File: config.mk
export PLATFORM = sky130hd
export DESIGN_NAME = usb_rx_pkt_decode
export DESIGN_NICKNAME = d
export VERILOG_FILES = /design/src/rtl/usb_rx_pkt_decode.sv
export SDC_FILE = /design/constraint.sdc
export NUM_CORES = 1
export LEC_CHECK = 0
export CORE_MARGIN = 10
export CORE_UTILIZATION = 30
export DETAILED_ROUTE_END_ITERATION = 10
export PLACE_DENSITY = 0.49
export SKIP_LAST_GASP = 1
export SYNTH_ARGS = -nofsm -noshare
export SYNTH_HDL_FRONTEND = slang
export SYNTH_SLANG_ARGS = --single-unit
File: constraint.sdc
create_clock -name clk -period 4.2 [get_ports clk]
set_clock_uncertainty 0.05 [all_clocks]
set_input_delay 0.42 -clock clk [delete_from_list [all_inputs] [get_ports clk]]
set_output_delay 0.42 -clock clk [all_outputs]
set_load 0.02 [all_outputs]
File: src/rtl/usb_rx_pkt_decode.sv
// Receive-side USB packet decoder: validates PIDs, consumes tokens/handshakes locally
// (token CRC5 check) and forwards DATA packets through a one-entry register slice.
module usb_rx_pkt_decode (
   input  logic       clk,
   input  logic       rst_n,
   input  logic       rx_pkt_sop,
   input  logic       rx_pkt_eop,
   input  logic       rx_pkt_valid,
   output logic       rx_pkt_ready,
   input  logic [7:0] rx_pkt_data,
   output logic       rx_sop,
   output logic       rx_eop,
   output logic       rx_valid,
   input  logic       rx_ready,
   output logic [7:0] rx_data,
   output logic [3:0] rx_pid,
   output logic       rx_pid_vld,
   output logic       rx_pid_err,
   output logic       rx_token_vld,
   output logic       rx_token_err,
   output logic [6:0] rx_addr,
   output logic [3:0] rx_endp,
   output logic       rx_hs_vld
);

   typedef enum logic [2:0] {IDLE, TOK1, TOK2, DATA, DROP} state_t;

   state_t     state_q;
   logic [7:0] tok_b1_q;
   logic [3:0] pid_q;
   logic [6:0] addr_q;
   logic [3:0] endp_q;
   logic       pid_vld_q, pid_err_q, tok_vld_q, tok_err_q, hs_vld_q;
   logic       slot_vld_q, slot_sop_q, slot_eop_q;
   logic [7:0] slot_data_q;

   logic       accept_s;
   logic       pid_ok_s;
   logic       fwd_s;
   logic       tok_crc_ok_s;

   // USB CRC5 (x^5+x^2+1), seed all-ones, LSB-first; returns the residual
   function automatic logic [4:0] crc5_residual(input logic [15:0] bits);
      logic [4:0] crc;
      logic       fb;
      crc = 5'b11111;
      for (int i = 0; i < 16; i++) begin
         fb  = crc[4] ^ bits[i];
         crc = {crc[3:0], 1'b0} ^ (fb ? 5'b00101 : 5'b00000);
      end
      return crc;
   endfunction

   assign rx_pkt_ready = !slot_vld_q || rx_ready;
   assign accept_s     = rx_pkt_valid && rx_pkt_ready;
   assign tok_crc_ok_s = (crc5_residual({rx_pkt_data, tok_b1_q}) == 5'b01100);

   // PID check and decision whether the current byte goes to the forward slice
   always_comb begin
      pid_ok_s = (rx_pkt_data[7:4] == ~rx_pkt_data[3:0]) && (rx_pkt_data[1:0] != 2'b00);
      if (rx_pkt_sop) begin
         fwd_s = pid_ok_s && (rx_pkt_data[1:0] == 2'b11);
      end else begin
         fwd_s = (state_q == DATA);
      end
   end

   // Packet state machine with registered status pulses and held fields
   always_ff @(posedge clk or negedge rst_n) begin
      if (!rst_n) begin
         state_q   <= IDLE;
         tok_b1_q  <= 8'h00;
         pid_q     <= 4'h0;
         addr_q    <= 7'h00;
         endp_q    <= 4'h0;
         pid_vld_q <= 1'b0;
         pid_err_q <= 1'b0;
         tok_vld_q <= 1'b0;
         tok_err_q <= 1'b0;
         hs_vld_q  <= 1'b0;
      end else begin
         pid_vld_q <= 1'b0;
         pid_err_q <= 1'b0;
         tok_vld_q <= 1'b0;
         tok_err_q <= 1'b0;
         hs_vld_q  <= 1'b0;
         if (accept_s) begin
            if (rx_pkt_sop) begin
               // A new sop always restarts; an interrupted token counts as a token error
               if (state_q == TOK1 || state_q == TOK2) begin
                  tok_err_q <= 1'b1;
               end
               if (!pid_ok_s) begin
                  pid_err_q <= 1'b1;
                  state_q   <= rx_pkt_eop ? IDLE : DROP;
               end else begin
                  pid_vld_q <= 1'b1;
                  pid_q     <= rx_pkt_data[3:0];
                  case (rx_pkt_data[1:0])
                     2'b01: begin
                        if (rx_pkt_eop) begin
                           tok_err_q <= 1'b1;
                           state_q   <= IDLE;
                        end else begin
                           state_q   <= TOK1;
                        end
                     end
                     2'b11: state_q <= rx_pkt_eop ? IDLE : DATA;
                     2'b10: begin
                        if (rx_pkt_eop) begin
                           hs_vld_q <= 1'b1;
                           state_q  <= IDLE;
                        end else begin
                           state_q  <= DROP;
                        end
                     end
                     default: state_q <= DROP;
                  endcase
               end
            end else begin
               case (state_q)
                  IDLE: state_q <= IDLE;
                  TOK1: begin
                     tok_b1_q <= rx_pkt_data;
                     if (rx_pkt_eop) begin
                        tok_err_q <= 1'b1;
                        state_q   <= IDLE;
                     end else begin
                        state_q   <= TOK2;
                     end
                  end
                  TOK2: begin
                     if (rx_pkt_eop && tok_crc_ok_s) begin
                        tok_vld_q <= 1'b1;
                        addr_q    <= tok_b1_q[6:0];
                        endp_q    <= {rx_pkt_data[2:0], tok_b1_q[7]};
                        state_q   <= IDLE;
                     end else begin
                        tok_err_q <= 1'b1;
                        state_q   <= rx_pkt_eop ? IDLE : DROP;
                     end
                  end
                  DATA:    state_q <= rx_pkt_eop ? IDLE : DATA;
                  DROP:    state_q <= rx_pkt_eop ? IDLE : DROP;
                  default: state_q <= IDLE;
               endcase
            end
         end
      end
   end

   // One-entry forward slice; a load while draining replaces the entry
   always_ff @(posedge clk or negedge rst_n) begin
      if (!rst_n) begin
         slot_vld_q  <= 1'b0;
         slot_sop_q  <= 1'b0;
         slot_eop_q  <= 1'b0;
         slot_data_q <= 8'h00;
      end else if (accept_s && fwd_s) begin
         slot_vld_q  <= 1'b1;
         slot_sop_q  <= rx_pkt_sop;
         slot_eop_q  <= rx_pkt_eop;
         slot_data_q <= rx_pkt_data;
      end else if (rx_ready) begin
         slot_vld_q  <= 1'b0;
      end else begin
         slot_vld_q  <= slot_vld_q;
      end
   end

   assign rx_valid     = slot_vld_q;
   assign rx_sop       = slot_vld_q && slot_sop_q;
   assign rx_eop       = slot_vld_q && slot_eop_q;
   assign rx_data      = slot_data_q;
   assign rx_pid       = pid_q;
   assign rx_addr      = addr_q;
   assign rx_endp      = endp_q;
   assign rx_pid_vld   = pid_vld_q;
   assign rx_pid_err   = pid_err_q;
   assign rx_token_vld = tok_vld_q;
   assign rx_token_err = tok_err_q;
   assign rx_hs_vld    = hs_vld_q;

endmodule

Word-level counts from Yosys, hierarchy flattened --
Index checks and enable logic that the tools add are counted.
Cells by class: equal/unequal tests 9, muxes and demuxes 51, bitwise gates (word level) 33, reductions and logical operators 15
Operator list (count):
- XOR 5 x 3 -> 5 bit | 15
- 2-to-1 mux 3 bit | 20
- 2-to-1 mux 1 bit | 26
- XOR 1 bit | 15
- one-hot mux 3 bit (4 select lines) | 1
- one-hot mux 3 bit (3 select lines) | 1
- logical AND 1 bit | 7
- == test 3 x 2 -> 1 bit (second input constant) | 2
- AND reduction 3 bit | 2
- == test 5 x 4 -> 1 bit (second input constant) | 1
- == test 2 bit (second input constant) | 2
- == test 4 bit | 1
- 2-to-1 mux 2 bit | 2
- inverter 2 -> 4 bit | 1
- inverter 4 bit | 1
- AND reduction 4 bit | 1
- nonzero test 2 bit | 2
- == test 3 x 1 -> 1 bit (second input constant) | 1
- == test 3 bit (second input constant) | 1
- == test 2 x 1 -> 1 bit (second input constant) | 1
- logical OR 1 bit | 2
- one-hot mux 1 bit (2 select lines) | 1
- logical NOT 1 bit | 1
- inverter 1 bit | 1
Word-level totals: flip-flop bits (word level) 42, logic and storage cells 122

Longest topological paths before layout --
Gate-level depths: netlist of the first run.
depth in word-level cells 53, gate-level depth with buffers 7, gate-level depth less buffers 6

Least setup slack after synthesis of the first run --
Ideal clock, no wire load.
kind reg2reg, start reg tok_b1_q[0], end reg addr_q[0] (netlist: rx_addr[0]), library setup time 0.125 ns, arrival 2.096 ns, path slack 1.929 ns, stages on the path, launching flop included 8, path buffers 1, clock period less this slack 2.271 ns, cells stage by stage dfrtp_1 -> xnor3_2 -> xnor2_1 -> or3_1 -> a21oi_2 -> nand3_2 -> buf_6 -> mux2_4
On the way: word-level cells in the longest chain between the ends 30, elaborated cells between the ends (all ways) 42, classes of those cells 1 x eq/ne; 12 x mux; 27 x bitwise; 2 x reduce/logical
RTL lines:
- from (decl) | RTL line 29 | logic [7:0] tok_b1_q;
- from (signal assigned) | RTL line 124 | tok_b1_q <= rx_pkt_data;
- 2-to-1 mux 3 bit | RTL line 49 | crc = {crc[3:0], 1'b0} ^ (fb ? 5'b00101 : 5'b00000);
- inverter 2 -> 4 bit (no source line)
- XOR 5 x 3 -> 5 bit (2 in series) | RTL line 49
- XOR 1 bit | RTL line 48 | fb = crc[4] ^ bits[i];
- 2-to-1 mux 3 bit | RTL line 49
- XOR 5 x 3 -> 5 bit (3 in series) | RTL line 49
- XOR 1 bit | RTL line 48
- 2-to-1 mux 3 bit | RTL line 49
- [... 9 more ...]
- 2-to-1 mux 3 bit | RTL line 49
- XOR 5 x 3 -> 5 bit (3 in series) | RTL line 49
- XOR 1 bit | RTL line 48
- 2-to-1 mux 3 bit | RTL line 49
- XOR 5 x 3 -> 5 bit | RTL line 49
- == test 5 x 4 -> 1 bit | RTL line 56 | assign tok_crc_ok_s = (crc5_residual({rx_pkt_data, tok_b1_q}) == 5'b01100);
- logical AND 1 bit | RTL line 133 | if (rx_pkt_eop && tok_crc_ok_s) begin
- AND reduction 4 bit (no source line)
- to (signal assigned) | RTL line 135 | addr_q <= tok_b1_q[6:0];
- to (decl) | RTL line 31 | logic [6:0] addr_q;
Parallel ways exist; a longest one is shown, timed or not. A chain may end at the register's enable or synchronous reset.

Worst setup path after layout of the first run --
start in rx_pkt_data[4], end reg endp_q[1] (netlist: rx_endp[1])
On the way: word-level cells in the longest chain between the ends 11
RTL lines:
- from (decl) | RTL line 10 | input logic [7:0] rx_pkt_data,
- XOR 1 bit (*) | RTL line 48
- 2-to-1 mux 3 bit (*) | RTL line 49
- XOR 5 x 3 -> 5 bit (*) (3 in series) | RTL line 49
- XOR 1 bit | RTL line 48
- 2-to-1 mux 3 bit | RTL line 49
- XOR 5 x 3 -> 5 bit (*) | RTL line 49
- == test 5 x 4 -> 1 bit (*) | RTL line 56
- logical AND 1 bit (*) | RTL line 133
- AND reduction 4 bit (no source line) (*)
- to (signal assigned) | RTL line 136 | endp_q <= {rx_pkt_data[2:0], tok_b1_q[7]};
- to (decl) | RTL line 32 | logic [3:0] endp_q;
Mark *: on every way between the ends. The rest lies on a longest branch, timed or not.

==> results of run 1 <==
[cell type report]
class | count | share of cell area [%]
sequential | 42 | 40.3
multi-input combinational | 110 | 34.9
timing repair buffer | 45 | 17.1
tap | 77 | 3.70
clock buffer | 7 | 3.31
inverter | 3 | 0.432
clock inverter | 1 | 0.192
[registers in the layout, summed over array words and instances, names as in the netlist]
signal	count
state_q	3
rx_token_vld	1
rx_data	8
rx_token_err	1
rx_pid_err	1
rx_hs_vld	1
rx_pid_vld	1
rx_endp	4
rx_valid	1
slot_sop_q	1
rx_addr	7
slot_eop_q	1
rx_pid	4
tok_b1_q	8
[Yosys cell counts, drive strengths merged (2+ instances only)]
library cell / instances
a21oi: 4
buf: 2
xor2: 7
nor4: 3
and2: 3
nand2: 14
xnor2: 11
nor3: 3
xnor3: 3
clkbuf: 4
mux2: 27
o21ai: 6
inv: 3
nor2: 7
nand2b: 2
nand3: 5
dfrtp: 42
nand4: 2
[worst min path at each step]
stage                from     endpoint
6_report            rst_n  tok_b1_q[7]
5_1_grt             rst_n  tok_b1_q[7]
4_1_cts             rst_n  tok_b1_q[7]
3_5_place_dp   slot_sop_q   slot_sop_q
3_3_place_gp   slot_sop_q   slot_sop_q
2_1_floorplan       rst_n   rx_addr[0]
[kinds of logic after synthesis]
group                  after synthesis  share of synthesized area, %
flip-flops                          42                          52.1
multiplexers                        28                          17.3
AO/OA/AOI/OAI                       17                          5.65
XOR/XNOR                            21                          11.2
AND/OR/NAND/NOR                     44                          11.0
buffers and inverters                9                          2.73
[power breakdown]
part           total [mW]  internal, mW  leakage [nW]  switching [mW]
Combinational       0.380         0.205         0.600           0.175
Sequential          0.514         0.459         0.562          0.0546
Clock               0.272         0.133        0.0482           0.139
[worst max-delay path: stages]
cell and delay [ns]:
clkdlybuf4s50_1 0.61, xnor3_1 0.50, xor2_1 0.16, nor2_1 0.06, nor4_1 0.38, nand3_2 0.42
mux2_4 0.45
[layer usage]
metal,GRT usage (%),vias to the layer above
li1,-,648
met1,11.5,681
met2,16.3,46
met3,3.44,4
met4,4.23,0
met5,0,-
[layout by cell type, fill, tap and decap left out, drive strengths merged, types with 2 or more instances in the layout]
master	n
clkdlybuf4s50	44
dfrtp	42
mux2	27
nand2	14
xnor2	11
xor2	7
nor2	7
clkbuf	7
o21ai	6
nand3	5
a21oi	4
and2	3
nor3	3
nor4	3
inv	3
xnor3	3
nand2b	2
nand4	2
[metrics by stage]
step / utilization, % / setup WS, ns
after floorplan: - / 1.93
after global placement: 39.1 / 1.09
after detailed placement: 39.1 / 0.969
after CTS: 40.6 / 1.30
after global routing: 40.6 / 1.18
final: 40.6 / 1.31
==> run summary, run 1 <==
Routed WL per cell: 17.3 um
Hold buffers post-CTS: 0
Worst vdd ir: 0.182 mV
CP endpoint: rx_endp[1]
Post-route ant nets: 0
Highest Signal Layer: met4
Nets@finish: 221
Max Clk Rate: 0.346 GHz
Number of buffers on the longest clock path: 2
Post-CTS setup buffer count: 0
Met3 WL: 297 um
Number of CTS-inserted buffers: 5
Vias in the first global route: 1504
Row count: 29
Max H-tree Level: 2
Unique masters post-synth: 37
Routed vias: 1379
CP startpoint: rx_pkt_data[4]
Sequential cell area: 0.00105 sq mm
Metal-1 WL: 2.16 mm
Tcrit/Tclk final: 68.7%
Clock slew at reported path FFs: 0.08 ns
Top cells by area, synth: dfrtp_1 52%, mux2_2 10%, mux2_4 6.7%
Main synth FF type: dfrtp_1
Number of synthesized register bits: 42
Die height: 102 um
HP Class: in -> async
CTS sink count: 42
Hold slack final: 0.206 ns
GRT overflow: 0
Worst setup SP type: input pin
Syn avg cell area: 12.5 sq um
WL final: 4.93 mm
Hpwl dp: 3.69 mm
GRT Overall Usage: 9.91%
Status: finished clean
R2R setup slack: 1.58 ns
Power density cells: 447 mW/mm^2
Setup-failing EPs final: 0
Reg2reg start: tok_b1_q[0]
Worst setup EP type: register
Tmin final: 2.89 ns
Area of the core: 0.00642 sq mm
Antenna violations before repair: 0
WP data required: 4.33 ns
Fin. Hold Viols: 0
TritonRoute pass-1 iters: 5
Setup TNS: 0 ns
Initial core utilization: 31.4%
Post-synth ARST share: 100%
MaxCap Viol Count: 0
Root Buffer: clkbuf_8
PortBufs: 45
Diode count: 0
R2r endpoint: rx_endp[1]
Gpl congestion: 0.756
Reg2Reg Depth: 6
RSZ-0062 raised after global routing: no
Data arrival time of the worst path: 3.02 ns
First-pass GRT wire length: 8.03 mm
Cells after synthesis: 161
CTS tree: done
Worst-margin pin slew: 0.937 ns
Fraction of layout cells with a size suffix above 1: 19.7%
Dominant cell type by area after synthesis: dfrtp_1
DRC violations left: 0
DR iter-0 viols: 50
WL met2: 2.40 mm
EDFF count, synth: 0
Post-synth top area share: 52.1%
Register area share after synthesis: 52.1%
Die ar.: 0.0104 sq mm
Skew-Pair Late Insertion Delay: 0.30 ns
Leak: 1.21 nW
Placed Area: 0.00251 sq mm
Power Total: 1.17 mW
FILL cells: 605
Worst-path fanout max: 12
Area occupied by multi-input gates: 910 sq um
Final Non-Filler Cells: 285
Syn. warnings: 0
Syn_nets: 175
Avg Vias per Cell: 4.84
Largest net degree at the start of global routing: 43
Area Overhead vs Synth: 29.2%
Post-cts sizing count: 0
Ports: 46
Post-route cell area: 0.00261 sq mm
Max Slew Vio Count: 0
Kind of critical path: in -> reg
Cell Area, Synth: 0.00202 sq mm
Slew headroom: 37.5%
Dpl cells: 277
Die width: 102 um
(Power assumes the default switching activity.)
==> run 2: changes to the inputs <==
--- a/config.mk
+++ b/config.mk
@@ -8,7 +8,7 @@
 export CORE_MARGIN = 10
 export CORE_UTILIZATION = 30
 export DETAILED_ROUTE_END_ITERATION = 10
-export PLACE_DENSITY = 0.49
+export PLACE_DENSITY = 0.51
 export SKIP_LAST_GASP = 1
 export SYNTH_ARGS = -nofsm -noshare
 export SYNTH_HDL_FRONTEND = slang
==> constraint.sdc (replaced) <==
create_clock -name clk -period 2.42 [get_ports clk]
set_clock_uncertainty 0.05 [all_clocks]
set_input_delay 0.242 -clock clk [delete_from_list [all_inputs] [get_ports clk]]
set_output_delay 0.242 -clock clk [all_outputs]
set_load 0.02 [all_outputs]
==> run summary, run 2 (synthesized netlist as in run 1, its figures left out) <==
Status: finished clean
Root Buffer: clkbuf_8
Routed WL per cell: 16.0 um
Number of buffers on the longest clock path: 2
Gpl congestion: 0.816
Fin. Hold Viols: 0
HP Class: in -> async
Final Util: 44.0%
Placed Area: 0.00272 sq mm
Die ar.: 0.0104 sq mm
Tmin final: 2.27 ns
CTS tree: done
Largest net degree at the start of global routing: 43
WP data required: 2.56 ns
Die height: 102 um
Slew headroom: 37.7%
Fraction of layout cells with a size suffix above 1: 28.4%
Setup TNS: 0 ns
Hold buffers post-CTS: 0
Post-route cell area: 0.00283 sq mm
Most frequent cells in the layout: 44 x clkdlybuf4s50_1, 42 x dfrtp_1, 22 x buf_4, 18 x mux2_2, 14 x nand2_1
Worst setup SP type: register
Data arrival time of the worst path: 2.40 ns
Area of the core: 0.00642 sq mm
Max H-tree Level: 2
Area Overhead vs Synth: 40.3%
FILL cells: 600
Row count: 29
DRC violations left: 0
Area occupied by multi-input gates: 910 sq um
WL final: 4.96 mm
Setup WS post-layout: 0.154 ns
Clock slew at reported path FFs: 0.08 ns
Vias in the first global route: 1525
Post-CTS setup buffer count: 0
Dpl cells: 301
Max Slew Vio Count: 0
Kind of critical path: reg -> reg
Worst setup EP type: register
Number of CTS-inserted buffers: 5
MaxCap Viol Count: 0
Post-cts sizing count: 0
PortBufs: 45
Power density cells: 777 mW/mm^2
Max Clk Rate: 0.441 GHz
TritonRoute pass-1 iters: 4
Worst-margin pin slew: 0.935 ns
Hpwl dp: 3.80 mm
Leak: 1.35 nW
Final Non-Filler Cells: 309
Worst-path fanout max: 12
GRT Overall Usage: 9.98%
Tcrit/Tclk final: 93.7%
Diode count: 0
Avg Vias per Cell: 4.60
Sequential cell area: 0.00105 sq mm
Setup-failing EPs final: 0
Worst vdd ir: 0.287 mV
First-pass GRT wire length: 8.13 mm
Commonest non-fill, non-tap cell in the layout: clkdlybuf4s50_1
Reg2Reg Depth: 8
RSZ-0062 raised after global routing: no
Place WS: -0.0919 ns
Skew-Pair Late Insertion Delay: 0.30 ns
CTS sink count: 42
GRT overflow: 0
Routed vias: 1421
Nets@finish: 245
Antenna violations before repair: 0
Initial core utilization: 31.4%
Die width: 102 um
DR iter-0 viols: 70
Ports: 46
Post-route ant nets: 0
## run 2: changes by cell type in the layout (fill, tap and decap cells not counted), sizes merged
| cell | change |
|---|---|
| bufinv | +1 |
| clkbuf | -2 |
| buf | +24 |
| clkinv | +1 |
## run 2: per-stage QoR
stage / hold WS [ns] / total power, mW
after floorplan: -0.104 / 1.36
after global placement: 0.400 / 1.66
after detailed placement: 0.391 / 1.67
after CTS: 0.0682 / 2.23
after global routing: 0.119 / 2.33
final: 0.0295 / 2.20
## run 2: area by class of cell
cell class / instances / area share [%]
Clock buffer: 5 / 2.43
Tap cell: 77 / 3.41
Inverter: 3 / 0.398
Timing Repair Buffer: 69 / 23.0
Clock inverter: 3 / 1.42
Multi-Input combinational cell: 110 / 32.2
Sequential cell: 42 / 37.2
## run 2: per-layer routing
layer	vias up	part of all wire, %	global-route usage, %	wire length (um)
met5	-	0	0	0
met4	0	1.6	4.88	81
met3	5	5.3	2.36	263
met2	29	47	15.4	2310
met1	688	46	12.9	2300
li1	699	-	-	-
## run 2: critical path, stage by stage (launching register included)
cell	delay, ns
dfrtp_1	0.44
xnor2_1	0.39
xnor2_1	0.16
xnor2_1	0.14
nor4_1	0.27
buf_4	0.16
nand3_2	0.09
buf_12	0.16
mux2_4	0.29
## run 2: path summary, 6_finish.rpt
| kind | from | endpoint | slack, ns |
|---|---|---|---|
| worst min register to register | slot_sop_q | slot_sop_q | 0.43 |
| max in group asynchronous | rst_n | rx_token_vld | 1.70 |
| worst max register to register | tok_b1_q[4] | rx_addr[5] | 0.15 |
| worst max-delay path | tok_b1_q[4] | rx_addr[5] | 0.15 |
| worst min-delay path | rst_n | rx_endp[2] | 0.03 |
| min in group clk | slot_sop_q | slot_sop_q | 0.43 |
## run 2: power by group
group	switching, mW	leakage (nW)	internal, mW
logic	0.332	0.726	0.433
registers	0.0806	0.562	0.797
clock network	0.250	0.0579	0.304
total	0.663	1.35	1.53
==> run 3: changes to the inputs <==
==> constraint.sdc (replaced) <==
create_clock -name clk -period 2.07 [get_ports clk]
set_clock_uncertainty 0.05 [all_clocks]
set_input_delay 0.207 -clock clk [delete_from_list [all_inputs] [get_ports clk]]
set_output_delay 0.207 -clock clk [all_outputs]
set_load 0.02 [all_outputs]
==> run summary, run 3 (synthesized netlist as in run 1, its figures left out) <==
Status: finished, violations left
Failing checks: negative setup slack
R2r endpoint: rx_endp[0]
Worst vdd ir: 0.354 mV
Hold slack final: 0.312 ns
Max Slew Vio Count: 0
Routed WL per cell: 16.2 um
DRC violations left: 0
HP Class: in -> reg
Avg Vias per Cell: 4.68
Area of the core: 0.00642 sq mm
Hold EP: tok_b1_q[7]
GRT overflow: 0
Most frequent cells in the layout: 43 x clkdlybuf4s50_1, 41 x dfrtp_1, 31 x buf_4, 18 x mux2_2, 13 x nand2_1
Reg2reg start: tok_b1_q[1]
Clock slew at reported path FFs: 0.08 ns
Reg2Reg Depth: 7
CTS sink count: 42
Gpl congestion: 0.903
Fin. Hold Viols: 0
WP data required: 2.20 ns
RSZ-0062 raised after global routing: yes
Slew headroom: 58.0%
Area Overhead vs Synth: 45.0%
Commonest non-fill, non-tap cell in the layout: clkdlybuf4s50_1
Die width: 102 um
PortBufs: 45
Antenna violations before repair: 0
Worst setup EP type: register
R2R setup slack: -0.11 ns
Initial core utilization: 31.4%
Diode count: 0
Nets@finish: 255
Worst setup SP type: register
WL final: 5.17 mm
Data arrival time of the worst path: 2.31 ns
TritonRoute pass-1 iters: 4
Die ar.: 0.0104 sq mm
Leak: 1.40 nW
Fraction of layout cells with a size suffix above 1: 32.2%
Root Buffer: clkbuf_8
Power density cells: 898 mW/mm^2
Kind of critical path: reg -> reg
CP startpoint: tok_b1_q[1]
Number of CTS-inserted buffers: 5
MaxCap Viol Count: 0
Tmin final: 2.18 ns
Number of buffers on the longest clock path: 2
Setup WS post-layout: -0.113 ns
Routed vias: 1493
Place WS: -0.417 ns
Vias in the first global route: 1605
Post-route ant nets: 0
GRT Overall Usage: 10.5%
DR iter-0 viols: 47
Ports: 46
Max H-tree Level: 2
Worst-margin pin slew: 0.630 ns
Skew-Pair Late Insertion Delay: 0.29 ns
Hold Crit Start: rx_pkt_data[7]
First-pass GRT wire length: 8.43 mm
Largest net degree at the start of global routing: 29
Tcrit/Tclk final: 105%
CTS tree: done
Max Clk Rate: 0.458 GHz
Worst-path fanout max: 12
Row count: 29
Die height: 102 um
Hold path depth: 2
Setup-failing EPs final: 12
Hpwl dp: 4.18 mm
Setup TNS: -1.08 ns
-- run 3: cell count changes in the layout (fill, tap and decap cells not counted), sizes merged --
cell           before  now
clkinv              2    0
dlymetal6s2s        0    1
buf                25   34
clkbuf              5    6
clkinvlp            0    1
dlygate4sd3         0    1
clkdlybuf4s50      44   43
-- run 3: critical path, stage by stage (launching register included) --
cell and delay, ns:
dfrtp_1 0.35, xnor3_2 0.45, xnor2_1 0.15, or3_1 0.33, a21oi_2 0.16, nand3_2 0.11, buf_12 0.16, mux2_4 0.30
-- run 3: worst max-delay path by stage --
stage / endpoint / slack (ns) / cells past startpoint
after detailed placement: rx_endp[0] / -0.42 / 9
after floorplan: rx_addr[0] / -0.11 / 7
after CTS: rx_endp[0] / -0.12 / 7
after global routing: rx_endp[2] / -0.19 / 7
after global placement: rx_endp[0] / -0.37 / 9
final: rx_endp[0] / -0.11 / 7
-- run 3: per-layer routing --
| layer | global-route usage, % | share of wire [%] | up-vias |
|---|---|---|---|
| met3 | 3.10 | 4.4 | 8 |
| met2 | 16.6 | 48 | 33 |
| met1 | 12.9 | 45 | 735 |
| met5 | 0 | 0 | - |
| li1 | - | - | 717 |
| met4 | 4.56 | 2.0 | 0 |
-- run 3: final cells by class --
type / instances / area, sq um
fill: 571 / 3500
tap: 77 / 96.3
multi-input combinational: 110 / 922
timing repair buffer: 79 / 731
sequential: 42 / 1050
inverter: 3 / 11.3
clock buffer: 6 / 72.6
clock inverter: 2 / 37.5
-- run 3: where the power goes --
part	switching (mW)	internal (mW)	total (mW)	leakage, nW
registers	0.0988	0.933	1.03	0.560
logic	0.404	0.549	0.953	0.786
clock network	0.280	0.360	0.640	0.0514
-- run 3: through the flow --
stage	area (sq um)	utilization (%)	power [mW]	cells
floorplan	2020	-	1.59	161
global placement	2790	43.5	1.98	310
detailed placement	2790	43.5	2.00	310
CTS	2910	45.3	2.65	319
global route	2920	45.5	2.78	319
finish	2920	45.5	2.62	319
-- run 3: what timing repair did --
action	CTS	global route
setup buffers	0	0
hold endpoints to repair	26	0
resized for setup	0	3
pin swaps	0	1
endpoints found under the setup margin	12	12
hold buffers	1	0
